[config.mk]
export PLATFORM = sky130hd
export DESIGN_NAME = dma_desc_sched
export DESIGN_NICKNAME = d
export VERILOG_FILES = /design/src/rtl/dma_desc_sched.sv
export SDC_FILE = /design/constraint.sdc
export NUM_CORES = 1
export LEC_CHECK = 0
export CAP_MARGIN = 10
export CORE_ASPECT_RATIO = 0.9
export CORE_MARGIN = 1
export CORE_UTILIZATION = 29
export CTS_BUF_LIST = sky130_fd_sc_hd__clkbuf_4
export DETAILED_ROUTE_END_ITERATION = 8
export GPL_ROUTABILITY_DRIVEN = 0
export GPL_TIMING_DRIVEN = 0
export PLACE_DENSITY = 0.78
export SYNTH_ARGS = -nofsm -noshare
export SYNTH_HDL_FRONTEND = slang
export SYNTH_SLANG_ARGS = --single-unit
[constraint.sdc]
create_clock -name clk -period 1.29 [get_ports clk]
set_input_delay 0.3225 -clock clk [delete_from_list [all_inputs] [get_ports clk]]
set_output_delay 0.3225 -clock clk [all_outputs]
set_load 0.005 [all_outputs]
[src/rtl/dma_desc_sched.sv]
// Descriptor scheduler: issues enabled, non-empty descriptors in index order to the rd/wr streamers.
// Latency: go -> first start 2 cycles; per-descriptor completion -> next start 2 cycles.
// Backpressure: each start holds until its own ready is sampled; completion waits for both done pulses.
//
// Ports:
//   clk, rst                   clock, synchronous active-high reset
//   go_i, abort_i              CSR run control levels
//   desc_en_i, desc_bytes_i    per-descriptor enable and byte count (desc k at [k*BYTES_W+:BYTES_W])
//   rd_*/wr_*                  start/ready handshake and done pulse per streamer
//   desc_idx_o                 descriptor currently issued/served
//   pend_txn_i, axi_err_i      AXI outstanding-transaction level and error pulse
//   active_o, done_o           run status
//   aborted_o, err_o           sticky run-end causes, cleared on next go
//   desc_done_o                per-descriptor completed mask
//   clear_o                    1-cycle pulse on DONE->IDLE
module dma_desc_sched #(
   parameter int NUM_DESC = 2,
   parameter int BYTES_W  = 32,
   localparam int IDX_W   = (NUM_DESC > 1) ? $clog2(NUM_DESC) : 1
) (
   input  logic                        clk,
   input  logic                        rst,
   input  logic                        go_i,
   input  logic                        abort_i,
   input  logic [NUM_DESC-1:0]         desc_en_i,
   input  logic [NUM_DESC*BYTES_W-1:0] desc_bytes_i,
   output logic                        rd_start_o,
   input  logic                        rd_ready_i,
   input  logic                        rd_done_i,
   output logic                        wr_start_o,
   input  logic                        wr_ready_i,
   input  logic                        wr_done_i,
   output logic [IDX_W-1:0]            desc_idx_o,
   input  logic                        pend_txn_i,
   input  logic                        axi_err_i,
   output logic                        active_o,
   output logic                        done_o,
   output logic                        aborted_o,
   output logic                        err_o,
   output logic [NUM_DESC-1:0]         desc_done_o,
   output logic                        clear_o
);

   typedef enum logic [2:0] {
      S_IDLE, S_SELECT, S_ISSUE, S_WAIT, S_DRAIN, S_DONE
   } state_t;

   state_t              state_q, state_d;
   logic [NUM_DESC-1:0] pend_q, pend_d;
   logic [NUM_DESC-1:0] ddone_q, ddone_d;
   logic [IDX_W-1:0]    ptr_q, ptr_d;
   logic [IDX_W-1:0]    idx_q, idx_d;
   logic                rd_start_q, rd_start_d;
   logic                wr_start_q, wr_start_d;
   logic                rd_flag_q, rd_flag_d;
   logic                wr_flag_q, wr_flag_d;
   logic                aborted_q, aborted_d;
   logic                err_q, err_d;
   logic                clear_q, clear_d;

   logic [NUM_DESC-1:0] go_mask;
   logic [IDX_W-1:0]    sel_idx;
   logic [IDX_W-1:0]    next_ptr;
   logic                sel_found;
   logic                in_run;

   // Descriptors worth running: enabled and carrying a non-zero byte count.
   always_comb begin
      go_mask = '0;
      for (int k = 0; k < NUM_DESC; k++) begin
         go_mask[k] = desc_en_i[k] && (desc_bytes_i[k*BYTES_W +: BYTES_W] != '0);
      end
   end

   // Round-robin search: first pending descriptor at or above ptr, wrapping.
   always_comb begin
      sel_idx   = '0;
      sel_found = 1'b0;
      for (int i = 0; i < NUM_DESC; i++) begin
         int k;
         k = int'(ptr_q) + i;
         if (k >= NUM_DESC) k = k - NUM_DESC;
         if (!sel_found && pend_q[IDX_W'(k)]) begin
            sel_found = 1'b1;
            sel_idx   = IDX_W'(k);
         end
      end
   end

   assign next_ptr = (idx_q == IDX_W'(NUM_DESC - 1)) ? '0 : idx_q + 1'b1;
   assign in_run   = (state_q == S_SELECT) || (state_q == S_ISSUE) || (state_q == S_WAIT);

   always_comb begin
      state_d    = state_q;
      pend_d     = pend_q;
      ddone_d    = ddone_q;
      ptr_d      = ptr_q;
      idx_d      = idx_q;
      rd_start_d = rd_start_q;
      wr_start_d = wr_start_q;
      rd_flag_d  = rd_flag_q;
      wr_flag_d  = wr_flag_q;
      aborted_d  = aborted_q;
      err_d      = err_q;
      clear_d    = 1'b0;

      case (state_q)
         S_IDLE: begin
            if (go_i) begin
               pend_d    = go_mask;
               ddone_d   = '0;
               aborted_d = 1'b0;
               err_d     = 1'b0;
               ptr_d     = '0;
               state_d   = (go_mask == '0) ? S_DONE : S_SELECT;
            end
         end
         S_SELECT: begin
            idx_d      = sel_idx;
            rd_start_d = 1'b1;
            wr_start_d = 1'b1;
            state_d    = S_ISSUE;
         end
         S_ISSUE: begin
            if (rd_ready_i) rd_start_d = 1'b0;
            if (wr_ready_i) wr_start_d = 1'b0;
            // Fast streamers may finish before the other side has even accepted.
            if (rd_done_i)  rd_flag_d  = 1'b1;
            if (wr_done_i)  wr_flag_d  = 1'b1;
            if (!rd_start_d && !wr_start_d) state_d = S_WAIT;
         end
         S_WAIT: begin
            rd_flag_d = rd_flag_q | rd_done_i;
            wr_flag_d = wr_flag_q | wr_done_i;
            if (rd_flag_d && wr_flag_d) begin
               pend_d[idx_q]  = 1'b0;
               ddone_d[idx_q] = 1'b1;
               ptr_d          = next_ptr;
               rd_flag_d      = 1'b0;
               wr_flag_d      = 1'b0;
               state_d        = (pend_d == '0) ? S_DRAIN : S_SELECT;
            end
         end
         S_DRAIN: begin
            if (axi_err_i)   err_d   = 1'b1;
            if (!pend_txn_i) state_d = S_DONE;
         end
         S_DONE: begin
            if (!go_i) begin
               state_d = S_IDLE;
               clear_d = 1'b1;
            end
         end
         default: state_d = S_IDLE;
      endcase

      // Abort or AXI error overrides any progress made this cycle, including a
      // completion landing in the same WAIT cycle.
      if (in_run && (abort_i || axi_err_i)) begin
         state_d    = S_DRAIN;
         pend_d     = pend_q;
         ddone_d    = ddone_q;
         ptr_d      = ptr_q;
         rd_start_d = 1'b0;
         wr_start_d = 1'b0;
         rd_flag_d  = 1'b0;
         wr_flag_d  = 1'b0;
         aborted_d  = aborted_q | abort_i;
         err_d      = err_q | axi_err_i;
      end
   end

   always_ff @(posedge clk) begin
      if (rst) begin
         state_q    <= S_IDLE;
         pend_q     <= '0;
         ddone_q    <= '0;
         ptr_q      <= '0;
         idx_q      <= '0;
         rd_start_q <= 1'b0;
         wr_start_q <= 1'b0;
         rd_flag_q  <= 1'b0;
         wr_flag_q  <= 1'b0;
         aborted_q  <= 1'b0;
         err_q      <= 1'b0;
         clear_q    <= 1'b0;
      end else begin
         state_q    <= state_d;
         pend_q     <= pend_d;
         ddone_q    <= ddone_d;
         ptr_q      <= ptr_d;
         idx_q      <= idx_d;
         rd_start_q <= rd_start_d;
         wr_start_q <= wr_start_d;
         rd_flag_q  <= rd_flag_d;
         wr_flag_q  <= wr_flag_d;
         aborted_q  <= aborted_d;
         err_q      <= err_d;
         clear_q    <= clear_d;
      end
   end

   assign rd_start_o  = rd_start_q;
   assign wr_start_o  = wr_start_q;
   assign desc_idx_o  = idx_q;
   assign active_o    = in_run || (state_q == S_DRAIN);
   assign done_o      = (state_q == S_DONE);
   assign aborted_o   = aborted_q;
   assign err_o       = err_q;
   assign desc_done_o = ddone_q;
   assign clear_o     = clear_q;

endmodule
==> results of run 1 <==
-- through the flow --
| step | utilization (%) | instance area, sq um | hold slack [ps] | cells | setup WS (ps) |
|---|---|---|---|---|---|
| 5_1_grt | 75.7 | 2390 | 390 | 277 | -265 |
| 6_report | 75.7 | 2390 | 379 | 277 | -231 |
| 2_1_floorplan | - | 1010 | 437 | 127 | -34.3 |
| 3_3_place_gp | 60.5 | 1910 | 449 | 254 | -498 |
| 4_1_cts | 67.4 | 2130 | 471 | 273 | -220 |
| 3_5_place_dp | 60.5 | 1910 | 461 | 254 | -527 |
-- final cells by class --
class,count,area share [%]
repair buffers,107,43.3
inverters,4,0.836
clock inverters,1,0.157
well taps,42,2.20
plain buffers,2,0.680
multi-input cells,102,37.8
clock buffers,3,0.941
flip-flops and latches,16,14.1
-- where the power goes --
group	leakage (uW)	internal, uW	switching (uW)	total (uW)
sequential	0.000134	623	118	741
clock	0.0000154	114	194	308
combinational	0.000937	1100	911	2020
total	0.00109	1840	1220	3060
-- worst max-delay path by stage --
stage / startpoint / slack [ps] / cells past startpoint / end
5_1_grt: state_q[0] / -270 / 4 / active_o
4_1_cts: state_q[0] / -220 / 4 / active_o
6_report: state_q[0] / -230 / 4 / active_o
3_3_place_gp: rd_done_i / -500 / 6 / desc_done_o[0]
2_1_floorplan: state_q[1] / -30 / 6 / ptr_q
3_5_place_dp: rd_done_i / -530 / 6 / ptr_q
-- timing repair --
action                                  4_1_cts  5_1_grt
gates resized for setup                      87       58
buffers inserted                             16        6
gates cloned                                  0        0
pin swaps                                    35       37
endpoints found under the setup margin       22       16
endpoints found under the hold margin         0        0
-- worst max-delay path: stages (launching register included) --
cell and delay [ps]:
dfxtp_4 360, buf_6 130, nor2_4 120, xnor2_2 130
buf_2 150
-- synth_stat cells, drive strengths merged --
library cell | n | area, sq um
nor4 | 18 | 113
dfxtp | 16 | 320
nor2 | 15 | 66.3
nand2 | 10 | 40.0
a21oi | 9 | 45.0
o21ai | 7 | 38.8
nand4 | 6 | 37.5
nor3 | 5 | 36.3
buf | 4 | 32.5
inv | 4 | 15.0
nor2b | 4 | 25.0
or2 | 4 | 25.0
a211oi | 2 | 15.0
a22oi | 2 | 15.0
mux2 | 2 | 22.5
o211ai | 2 | 15.0
a21o | 1 | 7.51
a2bb2oi | 1 | 15.0
and2b | 1 | 8.76
and3 | 1 | 6.26
and3b | 1 | 8.76
clkbuf | 1 | 3.75
mux2i | 1 | 10.0
nand3 | 1 | 5.00
o2111ai | 1 | 8.76
o21a | 1 | 7.51
o21bai | 1 | 7.51
o221ai | 1 | 8.76
o311ai | 1 | 8.76
o31a | 1 | 8.76
or2b | 1 | 7.51
or3 | 1 | 6.26
xnor2 | 1 | 8.76
-- metal layers --
metal	GRT usage (%)	up-vias	part of all wire, %
met5	0	-	0
met4	9.09	0	4.4
met3	4.33	23	7.5
met2	41.6	95	53
met1	23.3	691	35
li1	-	699	-
-- cells by family (layout without fill, tap and decap cells) --
group,after synthesis,in the layout,synth area share (%)
muxes,3,3,3.25
buffers and inverters,9,117,5.13
DFF,16,16,32.0
AOI/OAI and AO/OA,30,30,20.1
xor gates and xnor gates,1,1,0.876
and+or+nand+nor,68,68,38.6
==> metrics.md, run 1 <==
| Metric | Value |
|---|---|
| Die area | 0.00369 sq mm |
| Setup TNS | -1470 ps |
| GR Util All Layers | 21.8% |
| DRT iter0 DRCs | 60 |
| Total routed wirelength | 4650 um |
| Area occupied by registers | 337 sq um |
| Synthesized Nets | 203 |
| Slew @ Worst Pin | 281 ps |
| Most flop-heavy register | state_q |
| Outcome | finished with violations |
| Worst hold start | rd_ready_i |
| RSZ-0062 raised after global routing | true |
| Most frequent cells in the layout | dlygate4sd2_1 (40), clkdlybuf4s50_1 (25), dlymetal6s2s_1 (18), buf_4 (14), nor4_2 (13) |
| Die height | between 50 and 60 um |
| Post-Syn Instances | 127 |
| Max-slew headroom | around four fifths |
| Crit path arrival time | 1200 ps |
| Antenna viol nets, final | 0 |
| Slew Limit Fails | 0 |
| R2r startpoint | state_q[0] |
| Hold Path Sink | rd_start_o |
| Worst-case clock buffer depth | 2 |
| Clock-pin slew on the worst setup and hold paths | 100 ps |
| Worst Path Required | 970 ps |
| Area grow syn2layout | 139% |
| Clk sinks | 16 |
| Initial Util | between 30% and 40% |
| CTS H-Tree Depth | 1 |
| WHS Path Cells | 4 |
| Row count | 19 |
| Congestion Overflow GR | 0 |
| Die width | around 64 um |
| Vias in the first global route | 1402 |
| Drt pass-1 iters | 4 |
| Tmin final | about 1500 ps |
| Crit path capture type | output pin |
| PortBufs | 85 |
| Antenna violations before repair | 0 |
| Worst Reg2Reg Path Length in Cells | 7 |
| Clock Latency Late Sink | 320 ps |
| FILL cells | 210 |
| Syn Area/Cell | 7.87 sq um |
| Total CTS buffers | 3 |
| Worst Hold Class | in2reg |
| Vias | roughly 1500 |
| Sequential-to-total area share from yosys stat | 32.0% |
| Critical path startpoint category | flip-flop |
| Pwr per Cell Area | 1280 mW/mm^2 |
| Max Clock Skew | 7.38 ps |
| Final hold violations | 0 |
| DRC Markers | 0 |
| Root Driver | clkbuf_4 |
| CP max FO | 4 |
| Post-Synthesis Cell Area | 1000 sq um |
| Share of layout cells above drive strength 1 | approximately 39% |
| DP HPWL | 2920 um |
| Most common cell after layout, fill and taps aside | dlygate4sd2_1 |
| Leak Pwr | 0.00109 uW |
| Synthesis-stage register bit count | 16 |
| Core footprint | 0.00316 sq mm |
| Final setup viols | 14 |
| Post-DR vias/cell | 5.44 |
| Reg-to-Reg End | desc_done_o[0] |
| Crit path kind | reg2out |
| Maximum number of pins on one net before global-route repair | 11 |
| I/O Pins | 86 |
| Synth unique cells | 40 |
| Hold buffers post-CTS | 0 |
| First-pass GRT wire length | 6120 um |
| Total power | 3060 uW |
| CTS tree | done |
| Period utilisation layout | 118% |
| Fmax | 0.657 GHz |
| Fin nets | about 310 |
| Maxcap violations | 0 |
| Final setup margin | -231 ps |
| R2R setup slack | -210 ps |
| Max reg flops | 3 |
| Failing checks | setup timing |
| Synth Warn # | 0 |
| Area of the multi-input gates | slightly above 900 sq um |
| VDD IR-drop max | ~540 uV |
| ANT cells | 0 |
| Detailed-route wire length per cell | 16.8 um |
Power figures use the tool's default switching activity.
==> run 2, diff against run 1 <==
--- a/config.mk
+++ b/config.mk
@@ -6,14 +6,16 @@
 export NUM_CORES = 1
 export LEC_CHECK = 0
 export CAP_MARGIN = 10
+export CELL_PAD_IN_SITES_DETAIL_PLACEMENT = 0
+export CELL_PAD_IN_SITES_GLOBAL_PLACEMENT = 2
 export CORE_ASPECT_RATIO = 0.9
 export CORE_MARGIN = 1
-export CORE_UTILIZATION = 29
+export CORE_UTILIZATION = 14
 export CTS_BUF_LIST = sky130_fd_sc_hd__clkbuf_4
 export DETAILED_ROUTE_END_ITERATION = 8
 export GPL_ROUTABILITY_DRIVEN = 0
 export GPL_TIMING_DRIVEN = 0
-export PLACE_DENSITY = 0.78
+export PLACE_DENSITY_LB_ADDON = 0.1
 export SYNTH_ARGS = -nofsm -noshare
 export SYNTH_HDL_FRONTEND = slang
 export SYNTH_SLANG_ARGS = --single-unit
==> run 2 against run 1 <==
  * The flow still finishes with violations (setup timing)
  * Cell area down 4.3%
  * Count of clock-buffer cells in the layout did not move
  * Utilization is 42 points lower
  * Die area is 100% higher
  * Power shrank 8.9%
  * Maximum frequency shrank 1.6%
  * Sequential share of layout area increased by 0.68 points
  * Register-to-register slack lost 50 ps
  * Largest power group unchanged
  * First-iteration DRC count decreased by 38%
  * Global-route usage shrank 9.8 points
  * Sequential power fell by 4.3%
==> metrics.md, run 2 (synthesized netlist as in run 1, its figures left out) <==
| Metric | Value |
|---|---|
| Worst Path Buf+Inv | 2 (unchanged) |
| Total CTS buffers | 3 (unchanged) |
| Fin nets | 310 (-0.64%) |
| Congestion Overflow GR | 0 (unchanged) |
| Antenna violations before repair | 0 (unchanged) |
| Maxcap violations | 0 (unchanged) |
| Failing checks | setup timing |
| Worst Path Required | 1530 ps (+560 ps) |
| ANT cells | 0 (unchanged) |
| Fin util | 34.1% (-42 points) |
| Drt pass-1 iters | 4 (unchanged) |
| R2R setup slack | -260 ps (-50 ps) |
| Most frequent cell on the critical path | buf_6 |
| Share of layout cells above drive strength 1 | 32.6% (-6.1 points) |
| Post-DR vias/cell | 4.30 (-21%) |
| Worst-case clock buffer depth | 2 (unchanged) |
| Die area | 0.00748 sq mm (+100%) |
| VDD IR-drop max | 355 uV (-34%) |
| Place WS | -622 ps (-95.3 ps) |
| RSZ-0062 raised after global routing | true |
| Outcome | finished with violations |
| CTS tree | done |
| Clock-pin slew on the worst setup and hold paths | 110 ps (about the same) |
| Met2 GRT Util | 23.3% (-18 points) |
| Vias | 1389 (-7.9%) |
| Critical path startpoint category | flip-flop |
| Clk sinks | 16 (unchanged) |
| Met3 GRT Util | 2.84% (-1.5 points) |
| Worst Hold Class | reg2reg |
| Met1 usage | 13.6% (-9.6 points) |
| Max Clock Skew | 3.86 ps (-3.52 ps) |
| Final hold violations | 0 (unchanged) |
| Highest cell delay on the worst timing path | 390 ps (+30 ps) |
| Antenna viol nets, final | 0 (unchanged) |
| Row count | 28 (+9) |
| Die height | 82.2 um (+42%) |
| Pwr per Cell Area | 1220 mW/mm^2 (-4.8%) |
| Cell family with most CP delay | simple AND/OR/NAND/NOR gates |
| Tmin final | 1550 ps (+24.8 ps) |
| Final setup margin | -256 ps (-24.8 ps) |
| DRT iter0 DRCs | 37 (-38%) |
| CTS H-Tree Depth | 1 (unchanged) |
| Final setup viols | 14 (unchanged) |
| I/O Pins | 86 (unchanged) |
| Leak Pwr | 0.000844 uW (-22%) |
| Crit path arrival time | 1780 ps (+580 ps) |
| Most frequent cells in the layout | clkdlybuf4s50_1 (72), nor4_1 (14), buf_4 (14), nor2_1 (11), dlygate4sd2_1 (10) |
| Worst-path cell chain | buf_6, nor2_4, buf_6, o21a_1, o21ai_2, or3_4, a21oi_2 |
| GR Util All Layers | 12.0% (-9.8 points) |
| Vias in the first global route | 1470 (+4.9%) |
| Area occupied by registers | 338 sq um (+0.37%) |
| Slew Limit Fails | 0 (unchanged) |
| Max reg flops | 3 (unchanged) |
| Slew @ Worst Pin | 329 ps (+48.0 ps) |
| Gr busiest metal | met2 |
| DP HPWL | 3400 um (+17%) |
| Core footprint | 0.00673 sq mm (+110%) |
| Crit path kind | reg2reg |
| Period utilisation layout | 120% (+1.9 points) |
| Crit path capture type | flip-flop |
| Die width | 91.1 um (+43%) |
| Clock Latency Late Sink | 300 ps (-20 ps) |
| Most common cell after layout, fill and taps aside | clkdlybuf4s50_1 |
| Detailed-route wire length per cell | 13.5 um (-20%) |
| FILL cells | 716 (+240%) |
| Area grow syn2layout | 129% |
| DRC Markers | 0 (unchanged) |
| Most flop-heavy register | state_q |
| PortBufs | 85 (unchanged) |
| Max-slew headroom | 77.9% (-3.3 points) |
| Total routed wirelength | 4360 um (-6.3%) |
| First-pass GRT wire length | 7030 um (+15%) |
| Hold buffers post-CTS | 0 (unchanged) |
| Slowest CP cell | or3_4 |
| Initial Util | 14.9% (-17 points) |
| Root Driver | clkbuf_4 |
| Maximum number of pins on one net before global-route repair | 11 (unchanged) |
| CP max FO | 4 (unchanged) |
| Area of the multi-input gates | 769 sq um (-15%) |
| Fmax | 0.647 GHz (-1.6%) |
[run 2: final timing paths]
| check | start | end | cells after the start |
|---|---|---|---|
| hold reg to reg | desc_done_o[0] | desc_done_o[0] | 2 |
| hold / removal | desc_done_o[0] | desc_done_o[0] | 2 |
| setup / recovery | state_q[0] | desc_done_o[0] | 7 |
| setup reg to reg | state_q[0] | desc_done_o[0] | 7 |
[run 2: area by class of cell]
cell class                      count  area share, %
Inverter                            4          0.819
Multi-Input combinational cell    102           33.6
Tap cell                           90           4.92
Clock buffer                        3          0.983
Buffer                              3           1.20
Clock inverter                      1          0.164
Sequential cell                    16           14.7
Timing Repair Buffer              104           43.6
[run 2: power breakdown]
group          total (uW)  switching (uW)  internal (uW)
combinational        1790             778           1010
clock                 292             179            113
sequential            709            85.2            624
[run 2: metrics by stage]
step / instance area [sq um] / instances / hold slack (ps) / TNS, ps / total power, uW
after floorplan: 1010 / 127 / 437 / -73.7 / 1420
final: 2290 / 323 / 472 / -1980 / 2790
after detailed placement: 1970 / 302 / 454 / -7300 / 1990
after global routing: 2290 / 323 / 500 / -3010 / 3000
after global placement: 1970 / 302 / 456 / -7190 / 2000
after CTS: 2220 / 319 / 479 / -2260 / 2670
[run 2: tightest hold or removal path: stages (launching register included)]
cell     delay [ps]
dfxtp_1         330
nand2_1          70
a21oi_2          50
[run 2: timing repair]
action                                  CTS  global route
resized for setup                        58            12
endpoints found under the setup margin   23            16
cloned                                    0             0
endpoints found under the hold margin     0             0
setup buffers                            14             5
pin swaps                                14            10
[run 2: layer usage]
metal,part of all wire (%),wire length (um),vias to the layer above
li1,-,-,698
met1,41,1780,651
met2,54,2350,38
met3,4.8,207,2
met4,0.37,16,0
met5,0,0,-
